[src/rtl/search_scheduler_if.sv]
// Request, engine and response signal bundle for the search scheduler.
// The slave view belongs to the scheduler; the master view belongs to its surroundings.
interface search_scheduler_if #(
  parameter int unsigned number_size = 8,
  parameter int unsigned index_size  = 4,
  parameter int unsigned tag_size    = 2
);
  logic                   req_valid;
  logic                   req_ready;
  logic [number_size-1:0] req_target;
  logic [tag_size-1:0]    req_tag;

  logic                   eng_start;
  logic [number_size-1:0] eng_target;
  logic                   eng_abort;
  logic                   eng_done;
  logic [index_size-1:0]  eng_result;

  logic                   rsp_valid;
  logic                   rsp_ready;
  logic [index_size-1:0]  rsp_index;
  logic [tag_size-1:0]    rsp_tag;
  logic                   rsp_timeout;

  logic                   busy;

  modport slave (
    input  req_valid, req_target, req_tag, eng_done, eng_result, rsp_ready,
    output req_ready, eng_start, eng_target, eng_abort,
           rsp_valid, rsp_index, rsp_tag, rsp_timeout, busy
  );

  modport master (
    output req_valid, req_target, req_tag, eng_done, eng_result, rsp_ready,
    input  req_ready, eng_start, eng_target, eng_abort,
           rsp_valid, rsp_index, rsp_tag, rsp_timeout, busy
  );
endinterface

[src/rtl/search_scheduler.sv]
// Job queue and sequencer in front of one binary-search engine: one job in flight,
// watchdog on the engine's done, results returned in request order with their tag.
module search_scheduler #(
  parameter int unsigned number_size    = 8,
  parameter int unsigned index_size     = 4,
  parameter int unsigned tag_size       = 2,
  parameter int unsigned fifo_depth     = 4,
  parameter int unsigned timeout_cycles = 255
) (
  input logic               clk,
  input logic               rst,
  search_scheduler_if.slave bus
);

  localparam int unsigned ptr_w = (fifo_depth > 1) ? $clog2(fifo_depth) : 1;
  localparam int unsigned cnt_w = $clog2(fifo_depth) + 1;
  localparam int unsigned tmr_w = (timeout_cycles > 1) ? $clog2(timeout_cycles + 1) : 1;

  localparam logic [cnt_w-1:0]      full_cnt  = cnt_w'(fifo_depth);
  localparam logic [tmr_w-1:0]      tmr_last  = tmr_w'(timeout_cycles - 1);
  localparam logic [index_size-1:0] not_found = '1;

  typedef enum logic [1:0] {
    st_idle,
    st_launch,
    st_wait,
    st_resp
  } state_t;

  typedef struct packed {
    logic [number_size-1:0] target;
    logic [tag_size-1:0]    tag;
  } job_t;

  state_t state, state_next;

  job_t             mem [fifo_depth];
  logic [ptr_w-1:0] wr_ptr, wr_ptr_next;
  logic [ptr_w-1:0] rd_ptr, rd_ptr_next;
  logic [cnt_w-1:0] count, count_next;
  logic [tmr_w-1:0] timer, timer_next;

  logic                   push;
  logic                   pop;
  logic                   ready_next;
  logic                   busy_next;
  logic                   start_next;
  logic                   abort_next;
  logic [number_size-1:0] target_next;
  logic [tag_size-1:0]    tag_next;
  logic                   rsp_valid_next;
  logic [index_size-1:0]  rsp_index_next;
  logic                   rsp_timeout_next;

  assign push = bus.req_valid && bus.req_ready;

  // Job sequencing; pop happens only when leaving idle
  always_comb begin
    state_next       = state;
    pop              = 1'b0;
    timer_next       = timer;
    start_next       = 1'b0;
    abort_next       = 1'b0;
    target_next      = bus.eng_target;
    tag_next         = bus.rsp_tag;
    rsp_valid_next   = bus.rsp_valid;
    rsp_index_next   = bus.rsp_index;
    rsp_timeout_next = bus.rsp_timeout;

    unique case (state)
      st_idle: begin
        if (count != '0) begin
          pop         = 1'b1;
          target_next = mem[rd_ptr].target;
          tag_next    = mem[rd_ptr].tag;
          start_next  = 1'b1;
          state_next  = st_launch;
        end
      end
      st_launch: begin
        timer_next = '0;
        state_next = st_wait;
      end
      st_wait: begin
        // done outranks a watchdog expiry landing in the same cycle
        if (bus.eng_done) begin
          rsp_index_next   = bus.eng_result;
          rsp_timeout_next = 1'b0;
          rsp_valid_next   = 1'b1;
          state_next       = st_resp;
        end else if (timer == tmr_last) begin
          rsp_index_next   = not_found;
          rsp_timeout_next = 1'b1;
          rsp_valid_next   = 1'b1;
          abort_next       = 1'b1;
          state_next       = st_resp;
        end else begin
          timer_next = timer + tmr_w'(1);
        end
      end
      st_resp: begin
        if (bus.rsp_ready) begin
          rsp_valid_next = 1'b0;
          state_next     = st_idle;
        end
      end
      default: state_next = st_idle;
    endcase
  end

  // FIFO bookkeeping
  always_comb begin
    wr_ptr_next = wr_ptr;
    rd_ptr_next = rd_ptr;
    count_next  = count;
    if (push) begin
      wr_ptr_next = wr_ptr + ptr_w'(1);
    end
    if (pop) begin
      rd_ptr_next = rd_ptr + ptr_w'(1);
    end
    unique case ({push, pop})
      2'b10:   count_next = count + cnt_w'(1);
      2'b01:   count_next = count - cnt_w'(1);
      default: count_next = count;
    endcase
    ready_next = (count_next != full_cnt);
    busy_next  = (state_next != st_idle) || (count_next != '0);
  end

  always_ff @(posedge clk or negedge rst) begin
    if (!rst) begin
      state <= st_idle;
    end else begin
      state <= state_next;
    end
  end

  always_ff @(posedge clk) begin
    if (push) begin
      mem[wr_ptr] <= job_t'({bus.req_target, bus.req_tag});
    end
  end

  always_ff @(posedge clk or negedge rst) begin
    if (!rst) begin
      wr_ptr          <= '0;
      rd_ptr          <= '0;
      count           <= '0;
      timer           <= '0;
      bus.req_ready   <= 1'b1;
      bus.busy        <= 1'b0;
      bus.eng_start   <= 1'b0;
      bus.eng_abort   <= 1'b0;
      bus.eng_target  <= '0;
      bus.rsp_valid   <= 1'b0;
      bus.rsp_index   <= '0;
      bus.rsp_tag     <= '0;
      bus.rsp_timeout <= 1'b0;
    end else begin
      wr_ptr          <= wr_ptr_next;
      rd_ptr          <= rd_ptr_next;
      count           <= count_next;
      timer           <= timer_next;
      bus.req_ready   <= ready_next;
      bus.busy        <= busy_next;
      bus.eng_start   <= start_next;
      bus.eng_abort   <= abort_next;
      bus.eng_target  <= target_next;
      bus.rsp_valid   <= rsp_valid_next;
      bus.rsp_index   <= rsp_index_next;
      bus.rsp_tag     <= tag_next;
      bus.rsp_timeout <= rsp_timeout_next;
    end
  end

endmodule

[src/flat_wrapper.sv]
// flat-port wrapper written by rule: the top's interface ports become plain ports
module search_scheduler_flat 
#(
  parameter int unsigned number_size    = 8,
  parameter int unsigned index_size     = 4,
  parameter int unsigned tag_size       = 2,
  parameter int unsigned fifo_depth     = 4,
  parameter int unsigned timeout_cycles = 255
)
  (clk, rst, bus_req_valid, bus_req_target, bus_req_tag, bus_eng_done, bus_eng_result, bus_rsp_ready, bus_req_ready, bus_eng_start, bus_eng_target, bus_eng_abort, bus_rsp_valid, bus_rsp_index, bus_rsp_tag, bus_rsp_timeout, bus_busy);
  search_scheduler_if #(.number_size(number_size), .index_size(index_size), .tag_size(tag_size)) bus_i ();
  input logic clk;
  input logic rst;
  input wire logic [$bits(bus_i.req_valid)-1:0] bus_req_valid;
  input wire logic [$bits(bus_i.req_target)-1:0] bus_req_target;
  input wire logic [$bits(bus_i.req_tag)-1:0] bus_req_tag;
  input wire logic [$bits(bus_i.eng_done)-1:0] bus_eng_done;
  input wire logic [$bits(bus_i.eng_result)-1:0] bus_eng_result;
  input wire logic [$bits(bus_i.rsp_ready)-1:0] bus_rsp_ready;
  output wire logic [$bits(bus_i.req_ready)-1:0] bus_req_ready;
  output wire logic [$bits(bus_i.eng_start)-1:0] bus_eng_start;
  output wire logic [$bits(bus_i.eng_target)-1:0] bus_eng_target;
  output wire logic [$bits(bus_i.eng_abort)-1:0] bus_eng_abort;
  output wire logic [$bits(bus_i.rsp_valid)-1:0] bus_rsp_valid;
  output wire logic [$bits(bus_i.rsp_index)-1:0] bus_rsp_index;
  output wire logic [$bits(bus_i.rsp_tag)-1:0] bus_rsp_tag;
  output wire logic [$bits(bus_i.rsp_timeout)-1:0] bus_rsp_timeout;
  output wire logic [$bits(bus_i.busy)-1:0] bus_busy;
  assign bus_i.req_valid = bus_req_valid;
  assign bus_i.req_target = bus_req_target;
  assign bus_i.req_tag = bus_req_tag;
  assign bus_i.eng_done = bus_eng_done;
  assign bus_i.eng_result = bus_eng_result;
  assign bus_i.rsp_ready = bus_rsp_ready;
  assign bus_req_ready = bus_i.req_ready;
  assign bus_eng_start = bus_i.eng_start;
  assign bus_eng_target = bus_i.eng_target;
  assign bus_eng_abort = bus_i.eng_abort;
  assign bus_rsp_valid = bus_i.rsp_valid;
  assign bus_rsp_index = bus_i.rsp_index;
  assign bus_rsp_tag = bus_i.rsp_tag;
  assign bus_rsp_timeout = bus_i.rsp_timeout;
  assign bus_busy = bus_i.busy;
  search_scheduler #(.number_size(number_size), .index_size(index_size), .tag_size(tag_size), .fifo_depth(fifo_depth), .timeout_cycles(timeout_cycles)) u_core (.clk(clk), .rst(rst), .bus(bus_i));
endmodule
[config.mk]
export PLATFORM = sky130hd
export DESIGN_NAME = search_scheduler_flat
export DESIGN_NICKNAME = d
export VERILOG_FILES = /design/src/rtl/search_scheduler_if.sv /design/src/rtl/search_scheduler.sv /design/src/flat_wrapper.sv
export SDC_FILE = /design/constraint.sdc
export NUM_CORES = 1
export LEC_CHECK = 0
export ABC_AREA = 1
export ABC_CLOCK_PERIOD_IN_PS = 3900
export CAP_MARGIN = 20
export CORE_MARGIN = 2
export CORE_UTILIZATION = 45
export CTS_BUF_LIST = sky130_fd_sc_hd__clkbuf_4
export DETAILED_ROUTE_END_ITERATION = 8
export PLACE_DENSITY = 0.73
export SLEW_MARGIN = 20
export SYNTH_ARGS = -nofsm -noshare
export SYNTH_HDL_FRONTEND = slang
export SYNTH_SLANG_ARGS = --single-unit
[constraint.sdc]
create_clock -name clk -period 3.9 [get_ports clk]
set_input_delay 0.78 -clock clk [delete_from_list [all_inputs] [get_ports clk]]
set_output_delay 0.78 -clock clk [all_outputs]
set_load 0.005 [all_outputs]
Yosys cells after proc, flatten, opt, wreduce, memory -nomap -nowiden
Memory sizes are Yosys's and may differ from the RTL's. A register that Yosys moved wholly into a read port is not among the register bits.
Cells that the tools add are included.

storage, ports and cells
  flip-flop bits (word level) = 27
  bits in writable memories = 40
  input port bits = 19
  output and inout port bits = 20
  logic and storage cells = 66
  memories kept = 1

operators by class
  add/subtract/negate cells = 5
  equal/unequal tests = 11
  muxes and demuxes = 23
  reduce and logical (&&, ||, !) cells = 14

memories
  name        words  width  read ports  clocked after memory_dff  wr ports  RTL line                RTL
  u_core.mem  4      10     1           1                         1         search_scheduler.sv:37  job_t mem [fifo_depth];

operators by type and width
  operator               count
  $mux W8                2
  $pmux W8 S2            1
  $mux W1                11
  $add A8 B1 Y8 const B  1
  $eq A8 B8 Y1 const B   1
  $mux W2                4
  $mux W4                2
  $pmux W2 S4            1
  $reduce_bool A2 Y1     4
  $eq A2 B2 Y1 const B   3
  $ne A2 B2 Y1 const B   3
  $pmux W3 S2            1
  $reduce_and A3 Y1      2
  $reduce_bool A3 Y1     2
  $add A2 B1 Y2 const B  2
  $eq A2 B1 Y1 const B   2
  $reduce_and A2 Y1      2
  $add A3 B1 Y3 const B  1
  $ne A3 B2 Y1 const B   1
  $ne A3 B3 Y1 const B   1
  $sub A3 B1 Y3 const B  1
  $logic_not A2 Y1       1
  $pmux W1 S2            1
  $logic_and A1 B1 Y1    1
  2 further kinds        2

Depth between registers and ports, before layout
Gate-level depths: netlist (run 1).

  depth after elaboration = 7
  gate-level depth with buffers = 15
  gate-level depth less buffers = 14

Worst setup path before layout (run 1)
No wires, ideal clock.

  path kind = input-to-reg
  from = input port bus_req_valid
  to = register u_core.bus.busy
  library setup time = 0.122 ns
  arrival time = 2.061 ns
  required time = 3.778 ns
  setup slack = 1.718 ns
  stages = 9
  buffers on the path = 0
  cell sequence = nand2_1 -> ha_1 -> inv_1 -> fa_1 -> o21ai_0 -> nor2_1 -> nand2_1 -> nor2_1 -> nand2_1

on the way
  cells in the longest elaborated chain, start to end = 5
  elaborated cells on any way between the ends = 6
  those cells by class = eq/ne (2); mux (1); reduce/logical (3)

ends and longest elaborated chain
  what                                                 RTL line                   RTL
  from (decl)                                          flat_wrapper.sv:14         input wire logic [$bits(bus_i.req_valid)-1:0] bus_req_valid;
  $logic_and A1 B1 Y1 (*)                              search_scheduler.sv:55     assign push = bus.req_valid && bus.req_ready;
  $eq A2 B1 Y1 / $eq A2 B2 Y1 (equally long branches)  search_scheduler.sv:122    unique case ({push, pop})
  $pmux W3 S2 (*)                                      search_scheduler.sv:122
  net u_core.count_next[1]                             search_scheduler.sv:40     logic [cnt_w-1:0] count, count_next;
  $reduce_bool A3 Y1 (*)                               search_scheduler.sv:128    busy_next = (state_next != st_idle) || (count_next != '0);
  $logic_or A1 B1 Y1 (*)                               search_scheduler.sv:128
  net u_core.busy_next                                 search_scheduler.sv:46     logic busy_next;
  to (signal assigned)                                 search_scheduler.sv:166    bus.busy <= busy_next;
  to (decl)                                            search_scheduler_if.sv:30  rsp_valid, rsp_index, rsp_tag, rsp_timeout, busy

Mark *: on every way through the listed nets, which the timed path passes. The rest lies on a longest branch.
A chain may end at the register's enable or synchronous reset.

Worst setup path after layout (run 1)
  from = register u_core.count[0]
  to = register u_core.bus.busy

on the way
  cells in the longest elaborated chain, start to end = 7
  elaborated cells on any way between the ends = 13
  those cells by class = add/sub (2); eq/ne (2); mux (5); reduce/logical (4)

ends and longest elaborated chain
  what                                                 RTL line                 RTL
  from (decl)                                          search_scheduler.sv:40
  from (signal assigned)                               search_scheduler.sv:163  count <= count_next;
  $reduce_bool A3 Y1                                   search_scheduler.sv:72   if (count != '0) begin
  $mux W1                                              search_scheduler.sv:72
  $mux W1                                              search_scheduler.sv:70   unique case (state)
  $eq A2 B1 Y1 / $eq A2 B2 Y1 (equally long branches)  search_scheduler.sv:122
  $pmux W3 S2 (*)                                      search_scheduler.sv:122
  net u_core.count_next[1]                             search_scheduler.sv:40
  $reduce_bool A3 Y1 (*)                               search_scheduler.sv:128
  $logic_or A1 B1 Y1 (*)                               search_scheduler.sv:128
  net u_core.busy_next                                 search_scheduler.sv:46

Marked as above.

==> results list, run 1 <==
- The flow ran to the end, and the final reports show no timing, DRC or antenna violations.
- In this run the worst path has a maximum fanout of 13.
- All-Layer GR Usage: 17.0%
- Num CTS Buffers: 9
* Worst-path clk slew: ~140 ps
* Peak ir drop on the vdd network: about 0.34 mV
* CP required: ~4200 ps
- Final Non-Filler Cells: between 400 and 500
* Fraction of layout instances using a drive strength above 1: about 8.4%
- The via count of the first global-routing pass is 2121.
* Startpoint type of the worst setup path: flop
- Clock group share of total power: between 15 and 20%
- Per report_power, the sequential group accounts for 46.7% of the total.
- Number of nets in the finished design: 389
* Slew @ Worst Pin: around 800 ps
* Number of top-level pins: 39
* Warnings, synthesis: 0
* Fillcell total: 627
* Library cell appearing most often on the critical path: sky130_fd_sc_hd__inv_1
- Global routing finished with a remaining overflow of 0.
- The sequential cells in the finished layout cover a total of 0.00213 mm2.
- CP arrival: just over 3000 ps
* Post-DP HPWL: just over 4000 um
- Final worst path period share: a little over two thirds
- Area of the mapped netlist: roughly 0.0033 mm2
* DIE AREA: between 0.007 and 0.008 mm2
- Net count of the mapped netlist: approximately 350
* Clk Latency, worst-skew pair: 440 ps
- Count of buffers added by post-CTS timing repair for setup: 0
- Routability congestion estimate: 0.806
- Internal Pwr Total: ~1700 uW
* Number of endpoints failing setup at the final stage: 0
- The number of antenna violations at the first check in global routing was 0.
- Clock tree from TritonCTS: done
- The count of nets left with antenna violations once routing finished came out at 0.
* Cells after Synth: roughly 320
- Buffers placed on the I/O ports in this run total 38.
- Leaving out fill and tap cells, the most frequent cell in the layout is sky130_fd_sc_hd__nand2_1.
* Number of sinks handled by clock tree synthesis: slightly below 80
- The first global-routing pass estimated 10100 um of wire.
- Area inside the core boundary: just over 0.007 mm2
* Cts-stage hold buffer count: 0
- Combinational cells account for approximately 37% of the total power.
- Power spread over the standard cell area amounts to just under 700 mW/mm2.
- Final-layout worst hold slack: 421 ps
- In the routed layout, each cell is associated on average with a via count of approximately 4.8.
- Row generation in the floorplan step produced 31 rows.
* Starting DRC count in detailed routing: 90
* Root buffer selected by CTS: sky130_fd_sc_hd__clkbuf_4
- Fmax: 364 MHz
- The min-delay analysis places its worst path in the category primary input to asynchronous set/reset pin.
* RSZ-0062 raised after global routing: no
* Fraction of the yosys area taken by sequential cells: about two thirds
* Yosys reg bits: 77
- Between clock sinks in the finished design, the worst skew comes to between 15 and 20 ps.
- The number of antenna diodes in the final layout is 0.
- Slew Limit Headroom: between 40 and 50%
- Finished Core Util: around 55%
- Kind of capture point of the worst setup path: flop
- Routed wire length: between 6000 and 7000 um
- The average instance in the mapped netlist occupies about 10 um2.
- Measured along the x axis, the die boundary spans 89.2 um.
- The synthesized netlist contains 23 unique library cells.
- The largest single stage delay on the critical path is around 480 ps.
- Vertical extent of the die: 89.2 um
- The worst path in the final design needs a cycle of approximately 2700 ps, including I/O delays and setup.
- The area growth from synthesis to layout is 19.1%.
- Slowest cell on crit path: sky130_fd_sc_hd__fa_1
- The analysis attributes to net switching a power of 1050 uW.
- Broken down by cell family, the worst path's largest delay share belongs to simple AND/OR/NAND/NOR gates.
- Pre-Repair DR Iteration Count: 4
- Aggregate negative setup slack: 0 ps
- Total of cells resized after clock tree synthesis: 0
- Traced cell by cell, the critical path runs through inv_1, nand3_1, nand3_1, inv_1, ha_1, inv_1, fa_1, o21ai_0, nor2_1, nand2_1, nor2_1, nand2_1.
- Across the run, the number of max-cap violations was 0.
- Static leakage power: 0.00167 uW
- Drc violations: 0
* Pin count of the biggest net entering global routing: 38
- Switching part of the total power: between 30% and 40%
* Buffers from clock root to sink, at most: 2
- The count of endpoints failing hold in the final timing report came to 0.
* Starting density of the core: a little under half
* # H-tree levels: 3
- The worst setup path is of the flop to flop kind.
- DR vias: roughly 2200
- Counting both buffers and inverters, the worst setup path holds a total of 3.
- In the layout the commonest cells are 69 x sky130_fd_sc_hd__nand2_1, 53 x sky130_fd_sc_hd__nor2_1, 40 x sky130_fd_sc_hd__edfxtp_1.
- Including well taps, the total number of placed cells is 450.
* Wire length per cell: between 10 and 15 um
* Area used by multi-input combinational logic: 996 um2
- Number of max-slew violations in the final report: 0
sequential cells by signal, summed over array words and instances (netlist names):
register,flops
u_core.rd_ptr,2
u_core.state,2
u_core.count,3
u_core.bus.eng_start,1
u_core.bus.req_ready,1
u_core.wr_ptr,2
u_core.bus.rsp_index,4
u_core.bus.eng_target,8
u_core.bus.rsp_timeout,1
u_core.timer,8
u_core.bus.rsp_valid,1
u_core.bus.rsp_tag,2
u_core.mem,40
u_core.bus.busy,1
u_core.bus.eng_abort,1
cell usage after synthesis:
cell type	number	area, um2
sky130_fd_sc_hd__edfxtp_1	40	1200
sky130_fd_sc_hd__nand3b_1	1	7.51
sky130_fd_sc_hd__dfrtp_1	36	901
sky130_fd_sc_hd__a21oi_1	6	30.0
sky130_fd_sc_hd__clkbuf_1	6	22.5
sky130_fd_sc_hd__nand2_4	1	11.3
sky130_fd_sc_hd__xnor2_1	1	8.76
sky130_fd_sc_hd__nor2_4	2	22.5
sky130_fd_sc_hd__o21ai_1	10	50.1
sky130_fd_sc_hd__a21oi_4	1	16.3
sky130_fd_sc_hd__dfstp_2	1	26.3
sky130_fd_sc_hd__nand4_1	2	12.5
sky130_fd_sc_hd__nand2_2	6	37.5
sky130_fd_sc_hd__fa_1	1	20.0
sky130_fd_sc_hd__ha_1	7	87.6
sky130_fd_sc_hd__buf_2	2	10.0
sky130_fd_sc_hd__xor2_1	5	43.8
sky130_fd_sc_hd__inv_1	30	113
sky130_fd_sc_hd__nor3_1	2	10.0
sky130_fd_sc_hd__o21ai_0	25	125
sky130_fd_sc_hd__nand2_1	69	259
sky130_fd_sc_hd__nor2_1	53	199
sky130_fd_sc_hd__nand3_1	11	55.1
layer usage:
layer / vias to the layer above / share of wire, % / track usage, %
li1: 1124 / - / -
met1: 1063 / 48 / 23.6
met2: 49 / 47 / 25.5
met3: 9 / 3.7 / 4.06
met4: 0 / 1.1 / 7.60
met5: - / 0 / 0
power groups by stage:
stage	clock [uW]	combinational [uW]	sequential (uW)
final	456	985	1260
after detailed placement	0	988	1280
after global routing	503	1110	1290
after global placement	0	943	1270
after floorplan	0	644	1210
after CTS	464	995	1260
logic make-up after synthesis:
logic type / count (synthesis) / synth area share (%)
XOR/XNOR: 6 / 1.61
adder cells (fa/ha/maj): 8 / 3.29
AND/OR/NAND/NOR: 147 / 18.8
flip-flops: 77 / 65.1
buffers and inverters: 38 / 4.44
AO/OA/AOI/OAI: 42 / 6.77
stage by stage:
stage,setup WS [ps],instance area (um2),total power [uW]
6_report,1150,3890,2700
5_1_grt,836,3890,2910
4_1_cts,1120,3890,2720
3_5_place_dp,1090,3760,2270
3_3_place_gp,1180,3760,2220
2_1_floorplan,1720,3270,1860
path summary, 6_finish.rpt:
check                                                    to  cells past startpoint  slack, ps                             start
setup / recovery                  u_core.bus.busy$_DFF_PN0_                     12       1150         u_core.count[0]$_DFF_PN0_
hold / removal                  u_core.timer[6]$_DFFE_PN0P_                      1        420                               rst
setup reg to reg                  u_core.bus.busy$_DFF_PN0_                     12       1150         u_core.count[0]$_DFF_PN0_
hold reg to reg            u_core.bus.rsp_valid$_DFFE_PN0P_                      2        490  u_core.bus.rsp_valid$_DFFE_PN0P_
max in group asynchronous         u_core.count[2]$_DFF_PN0_                      1       2950                               rst
min in group clk           u_core.bus.rsp_valid$_DFFE_PN0P_                      2        490  u_core.bus.rsp_valid$_DFFE_PN0P_
cell type report:
cell class	count	area share, %
clock buffers	9	1.74
clock inverters	7	1.74
inverters	30	2.89
multi-input cells	203	25.6
flip-flops and latches	77	54.7
well taps	99	3.18
repair buffers	41	10.2
Note: power is estimated with default switching activity, not from simulation.
==> run 2: changes to the inputs <==
--- a/config.mk
+++ b/config.mk
@@ -6,7 +6,7 @@
 export NUM_CORES = 1
 export LEC_CHECK = 0
 export ABC_AREA = 1
-export ABC_CLOCK_PERIOD_IN_PS = 3900
+export ABC_CLOCK_PERIOD_IN_PS = 2650
 export CAP_MARGIN = 20
 export CORE_MARGIN = 2
 export CORE_UTILIZATION = 45
==> constraint.sdc (replaced) <==
create_clock -name clk -period 2.65 [get_ports clk]
set_input_delay 0.53 -clock clk [delete_from_list [all_inputs] [get_ports clk]]
set_output_delay 0.53 -clock clk [all_outputs]
set_load 0.005 [all_outputs]
==> results list, run 2 (same netlist as run 1, synthesis figures left out) <==
- The flow ran to the end, and the final reports show no timing, DRC or antenna violations.
- Clock tree from TritonCTS: done
* DIE WIDTH: 89.2 um (unchanged)
* Final number of hold-violating endpoints: 0 (unchanged)
- The total number of nets in the final design was 394 (+1.3%).
- The sum of net half-perimeters after detailed placement was 3870 um (-6.6%).
* DIE AREA: 0.00796 mm2 (unchanged)
* Wire length per cell: 12.3 um (-7.4%)
* Pin count of the biggest net entering global routing: 38 (unchanged)
* Via count of the first global-routing pass: 2021 (-4.7%)
- Startpoint type of the worst setup path: flop
* Starting DRC count in detailed routing: 141 (+57%)
* Slew Limit Headroom: 45.5% (about the same)
- The number of buffer and inverter instances along the worst setup path came to 3 (unchanged).
* Fmax: 478 MHz (+31%)
- Number of top-level pins: 39 (unchanged)
- The pin slew with the least headroom to its limit was 818 ps (+3.02 ps).
- Diodes inserted: 0 (unchanged)
* Kind of critical path: flop to flop
* HP Class: primary input to asynchronous set/reset pin
- Area inside the core boundary: 0.00714 mm2 (unchanged)
* Worst-path clk slew: 120 ps (-20 ps)
- The number of H-tree levels was 3 (unchanged).
- Buffers from clock root to sink, at most: 2 (unchanged)
- Total of cells resized after clock tree synthesis: 0 (unchanged)
* Commonest non-fill, non-tap cells in the layout: 69 x sky130_fd_sc_hd__nand2_1, 53 x sky130_fd_sc_hd__nor2_1, 40 x sky130_fd_sc_hd__edfxtp_1
* Aggregate negative setup slack: 0 ps (unchanged)
- The total setup buffers inserted after CTS came to 0 (unchanged).
- Library cell appearing most often on the critical path: sky130_fd_sc_hd__inv_1
- Worst path max stage delay: 470 ps (about the same)
* Number of cell rows: 31 (unchanged)
- Fraction of layout instances using a drive strength above 1: 9.41% (+0.96 points)
- The final critical-path required period came to 2090 ps (-656 ps).
- The largest registers in the layout are u_core.mem x40, u_core.bus.eng_target x8, u_core.timer x8.
* Placed cell count: 455 (+1.1%)
- From synthesis to final layout, the design area changed by 19.6%.
- CP arrival: 2410 ps (-660 ps)
* Gr ovfl total: 0 (unchanged)
- DR vias: 2233 (-0.53%)
- The count of buffers inserted at the top-level ports was 38 (unchanged).
- The number of slew-limit violations in the final report was 0 (unchanged).
- Starting density of the core: 45.8% (unchanged)
- Setup repair after global routing left no endpoint under its margin.
- Worst-case clock skew: 6.91 ps (-11.4 ps)
* Vertical extent of the die: 89.2 um (unchanged)
- Fillcell total: 641 (+2.2%)
- Grouping stages by cell kind, the critical path spends the most delay in adder cells.
* Peak ir drop on the vdd network: 0.330 mV (-2.5%)
- Clk Latency, worst-skew pair: 420 ps (-20 ps)
* Routability congestion estimate: 0.758 (-6.0%)
* Number of flip-flops under the largest register name: 40 (unchanged)
- Root buffer selected by CTS: sky130_fd_sc_hd__clkbuf_4
- Final Non-Filler Cells: 471 (+1.1%)
* Number of sinks handled by clock tree synthesis: 77 (unchanged)
- Slowest cell on crit path: sky130_fd_sc_hd__fa_1
- The power density relative to cell area was 1010 mW/mm2 (+45%).
- The max capacitance violation total came to 0 (unchanged).
- The ratio of routed vias to standard cells came to 4.74 (-1.6%).
- The total of hold buffers inserted after clock tree synthesis is 0 (unchanged).
* Drc violations: 0 (unchanged)
* Remaining antenna violation count: 0 (unchanged)
- Static leakage power: 0.00169 uW (+1.1%)
- Kind of capture point of the worst setup path: flop
* All-Layer GR Usage: 16.0% (-1.0 points)
* Routed wire length: 5770 um (-6.4%)
* Num CTS Buffers: 9 (unchanged)
- The maximum net fanout on the critical path came to 2 (-11).
- CP required: 2970 ps (-1250 ps)
- The number of setup violations in the final report was 0 (unchanged).
- Number of antenna violations at the first check in global routing: 0 (unchanged)
- The signal on the critical path passes through inv_1, nand3_1, nand3_1, inv_1, ha_1, inv_1, fa_1, o21ai_0, nor2_1, nand2_1, nor2_1, nand2_1.
- Pre-Repair DR Iteration Count: 6 (+2)
- Most common library cell in the layout ignoring fill and taps: sky130_fd_sc_hd__nand2_1
- u_core.mem holds more flip-flops than any other register.
- Power after layout: 3930 uW (+45%)
- First-pass GRT wire length: 9350 um (-7.6%)
- Final worst path period share: 79.0% (+8.5 points)
[run 2: power breakdown]
| group | switching (uW) | internal [uW] |
|---|---|---|
| registers | 196 | 1610 |
| clock network | 393 | 202 |
| logic | 884 | 645 |
[run 2: per-layer routing]
| metal | GRT usage, % | share of wire (%) |
|---|---|---|
| met4 | 7.87 | 2.1 |
| met2 | 23.6 | 46 |
| met5 | 0 | 0 |
| met1 | 21.7 | 47 |
| met3 | 4.52 | 4.7 |
[run 2: path summary, 6_finish.rpt]
kind                                                        from                           endpoint  slack (ps)  cells after the start
worst max-delay path                   u_core.count[0]$_DFF_PN0_          u_core.bus.busy$_DFF_PN0_         560                     12
worst max register to register         u_core.count[0]$_DFF_PN0_          u_core.bus.busy$_DFF_PN0_         560                     12
worst min-delay path                                         rst        u_core.timer[2]$_DFFE_PN0P_         180                      1
min in group clk                u_core.bus.rsp_valid$_DFFE_PN0P_   u_core.bus.rsp_valid$_DFFE_PN0P_         480                      2
worst min register to register  u_core.bus.rsp_valid$_DFFE_PN0P_   u_core.bus.rsp_valid$_DFFE_PN0P_         480                      2
max in group asynchronous                                    rst  u_core.bus.rsp_tag[1]$_DFFE_PN0P_        1950                      1
[run 2: area by class of cell]
type | count | area (um2) | area share, %
Timing Repair Buffer | 46 | 435 | 11.1
Inverter | 30 | 113 | 2.88
Multi-Input combinational cell | 203 | 996 | 25.5
Sequential cell | 77 | 2130 | 54.4
Clock inverter | 6 | 38.8 | 0.992
Clock buffer | 10 | 75.1 | 1.92
Tap cell | 99 | 124 | 3.17
[run 2: through the flow]
step	hold WS (ps)	area, um2	util [%]	setup WS, ps
after floorplan	234	3270	-	576
after global placement	460	3800	53.2	400
after detailed placement	458	3800	53.2	326
after CTS	202	3910	54.8	549
after global routing	231	3910	54.8	332
final	183	3910	54.8	557
==> run 3: changes to the inputs <==
--- a/config.mk
+++ b/config.mk
@@ -6,7 +6,7 @@
 export NUM_CORES = 1
 export LEC_CHECK = 0
 export ABC_AREA = 1
-export ABC_CLOCK_PERIOD_IN_PS = 2650
+export ABC_CLOCK_PERIOD_IN_PS = 2150
 export CAP_MARGIN = 20
 export CORE_MARGIN = 2
 export CORE_UTILIZATION = 45
==> constraint.sdc (replaced) <==
create_clock -name clk -period 2.15 [get_ports clk]
set_input_delay 0.43 -clock clk [delete_from_list [all_inputs] [get_ports clk]]
set_output_delay 0.43 -clock clk [all_outputs]
set_load 0.005 [all_outputs]
==> results list, run 3 (same netlist as run 1, synthesis figures left out) <==
- The ratio of routed vias to standard cells came to 4.81 (+1.5%).
- Number of flip-flops under the largest register name: 40 (unchanged)
- Fillcell total: 631 (-1.6%)
- The clock latency of the later-clocked register in the worst-skew pair is 410 ps (about the same).
* Routability congestion estimate: 0.839 (+11%)
- The top-level port count is 39 (unchanged).
- In the final layout, the registers with the most flip-flops are u_core.mem x40, u_core.bus.eng_target x8, u_core.timer x8.
* Power Dens Cells: 1250 mW/mm2 (+25%)
- The die area was 0.00796 mm2 (unchanged).
* Most common library cell in the layout ignoring fill and taps: sky130_fd_sc_hd__nand2_1
- Worst-path clk slew: 120 ps (about the same)
* Slew @ Worst Pin: 829 ps (+10.9 ps)
* Slew Limit Headroom: 44.7% (-0.72 points)
- Dpl ws: -156 ps (-482 ps)
- The final cycle utilization of the critical path was 92.2% (+13 points).
* Last element of the critical path: u_core.bus.busy$_DFF_PN0_
- Number of antenna violations at the first check in global routing: 0 (unchanged)
- Area used by multi-input combinational logic: 0.00101 mm2 (+1.5%)
- The pin count of the biggest net entering global routing is 38 (unchanged).
- Routed wire length: 5990 um (+3.8%)
- Sequential cell area in the final layout: 0.00213 mm2 (about the same)
* Register name with the most flops: u_core.mem
- Diodes inserted: 0 (unchanged)
* First element of the critical path: u_core.count[0]$_DFF_PN0_
- The mean routed wirelength per cell came to 12.6 um (+2.8%).
- Via count of the first global-routing pass: 2011 (-0.49%)
* CP required: 2450 ps (-520 ps)
- Length in cells of the worst reg-to-reg path: 12 (unchanged)
- The sum of net half-perimeters after detailed placement is 4100 um (+5.9%).
- The count of TritonRoute iterations in the first routing pass came to 4 (-2).
* Run status: complete, no violations
- The max capacitance violation total is 0 (unchanged).
* Kind of critical path: flop to flop
- The number of H-tree levels was 3 (unchanged).
- The startpoint identified for the worst register-to-register timing path is u_core.count[0]$_DFF_PN0_.
- Final number of hold-violating endpoints: 0 (unchanged)
* Gr ovfl total: 0 (unchanged)
- Fraction of layout instances using a drive strength above 1: 12.7% (+3.3 points)
- The maximum ir drop on the vdd rail came to 0.446 mV (+35%).
* Commonest non-fill, non-tap cells in the layout: 69 x sky130_fd_sc_hd__nand2_1, 52 x sky130_fd_sc_hd__nor2_1, 40 x sky130_fd_sc_hd__edfxtp_1
* Kind of capture point of the worst setup path: flop
- HP Class: primary input to asynchronous set/reset pin
- Final worst-path setup slack: 167 ps (-390 ps)
* Fmax: 504 MHz (+5.5%)
- IO Port Bufs: 38 (unchanged)
- The critical path arrival is 2280 ps (-130 ps).
* First-pass GRT wire length: 9570 um (+2.4%)
- Drc violations: 0 (unchanged)
- All-Layer GR Usage: 16.3% (+0.31 points)
- The total of hold buffers inserted after clock tree synthesis is 0 (unchanged).
* Number of sinks handled by clock tree synthesis: 77 (unchanged)
- The clock buffer count from CTS is 9 (unchanged).
* Aggregate negative setup slack: 0 ps (unchanged)
- The register-to-register path setup slack came to 170 ps (-390 ps).
* Number of endpoints failing setup at the final stage: 0 (unchanged)
- The initial core utilization came to 45.8% (unchanged).
- The cell sitting at the root of the clock tree is a sky130_fd_sc_hd__clkbuf_4.
* Clock tree from TritonCTS: done
- Crit path max fanout: 2 (unchanged)
* Number of max-slew violations in the final report: 0 (unchanged)
- Static leakage power: 0.00171 uW (+1.1%)
* Final-layout worst hold slack: 104 ps (-78.7 ps)
- The final design utilization came to 55.4% (+0.65 points).
- From synthesis to final layout, the design area changed by 21.0%.
* Vertical extent of the die: 89.2 um (unchanged)
- Buffers from clock root to sink, at most: 2 (unchanged)
* DIE WIDTH: 89.2 um (unchanged)
* Starting DRC count in detailed routing: 136 (-3.5%)
- The vias after detailed routing came to 2291 (+2.6%).
- The total number of nets in the final design is 399 (+1.3%).
* Number of cell rows: 31 (unchanged)
- Area inside the core boundary: 0.00714 mm2 (unchanged)
- Worst-case clock skew: 10.4 ps (+3.45 ps)
- The final critical-path required period was 1980 ps (-110 ps).
* Remaining antenna violation count: 0 (unchanged)
* Reg-to-Reg End: u_core.bus.busy$_DFF_PN0_
- Startpoint type of the worst setup path: flop
[run 3: cell types whose count changed in the layout (fill, tap and decap cells not counted), moves of 2 or more]
cell	change
sky130_fd_sc_hd__inv_2	+3
sky130_fd_sc_hd__inv_1	-3
sky130_fd_sc_hd__clkinv_2	+2
sky130_fd_sc_hd__nand3_1	-2
sky130_fd_sc_hd__buf_4	+5
sky130_fd_sc_hd__nand3_2	+2
[run 3: report_power, final]
part | internal (uW) | switching [uW] | total (uW)
Sequential | 1990 | 237 | 2220
Clock | 239 | 474 | 713
Combinational | 887 | 1130 | 2020
Total | 3110 | 1850 | 4960
[run 3: area by class of cell]
type	instances	share of cell area (%)
clock buffer	10	1.90
inverter	30	2.85
tap	99	3.13
clock inverter	6	0.791
timing repair buffer	51	12.0
multi-input combinational	203	25.6
sequential	77	53.8
[run 3: worst max-delay path, cell delays in order, from the launching register on]
cell,delay [ps]
sky130_fd_sc_hd__dfrtp_1,390
sky130_fd_sc_hd__inv_2,70
sky130_fd_sc_hd__nand3_2,80
sky130_fd_sc_hd__nand3_2,70
sky130_fd_sc_hd__inv_2,70
sky130_fd_sc_hd__ha_2,170
sky130_fd_sc_hd__inv_1,60
sky130_fd_sc_hd__fa_1,470
sky130_fd_sc_hd__o21ai_1,80
sky130_fd_sc_hd__nor2_1,140
sky130_fd_sc_hd__nand2_1,80
sky130_fd_sc_hd__nor2_2,120
sky130_fd_sc_hd__nand2_1,60
[run 3: what timing repair did]
item / in CTS / in global routing
endpoints found under the setup margin: 0 / 2
endpoints found under the hold margin: 0 / 0
resized for setup: 0 / 9
buffers inserted: 0 / 2
[run 3: how the worst min path moves through the flow]
stage,endpoint,depth (start not counted)
2_1_floorplan,u_core.bus.busy$_DFF_PN0_,0
3_3_place_gp,u_core.bus.rsp_valid$_DFFE_PN0P_,2
3_5_place_dp,u_core.bus.eng_target[3]$_DFFE_PN0P_,2
4_1_cts,u_core.timer[7]$_DFFE_PN0P_,1
5_1_grt,u_core.timer[7]$_DFFE_PN0P_,1
6_report,u_core.timer[4]$_DFFE_PN0P_,1
[run 3: metal layers]
metal,vias up,track usage [%],part of all wire (%)
li1,1144,-,-
met1,1085,22.8,46
met2,52,24.3,47
met3,10,4.25,5.1
met4,0,6.51,1.5
met5,-,0,0
[run 3: stage by stage]
| stage | instances | power [uW] | area [um2] |
|---|---|---|---|
| floorplan | 318 | 3370 | 3270 |
| global placement | 458 | 4140 | 3820 |
| detailed placement | 458 | 4220 | 3820 |
| CTS | 474 | 4920 | 3930 |
| global route | 476 | 5350 | 3960 |
| finish | 476 | 4960 | 3960 |
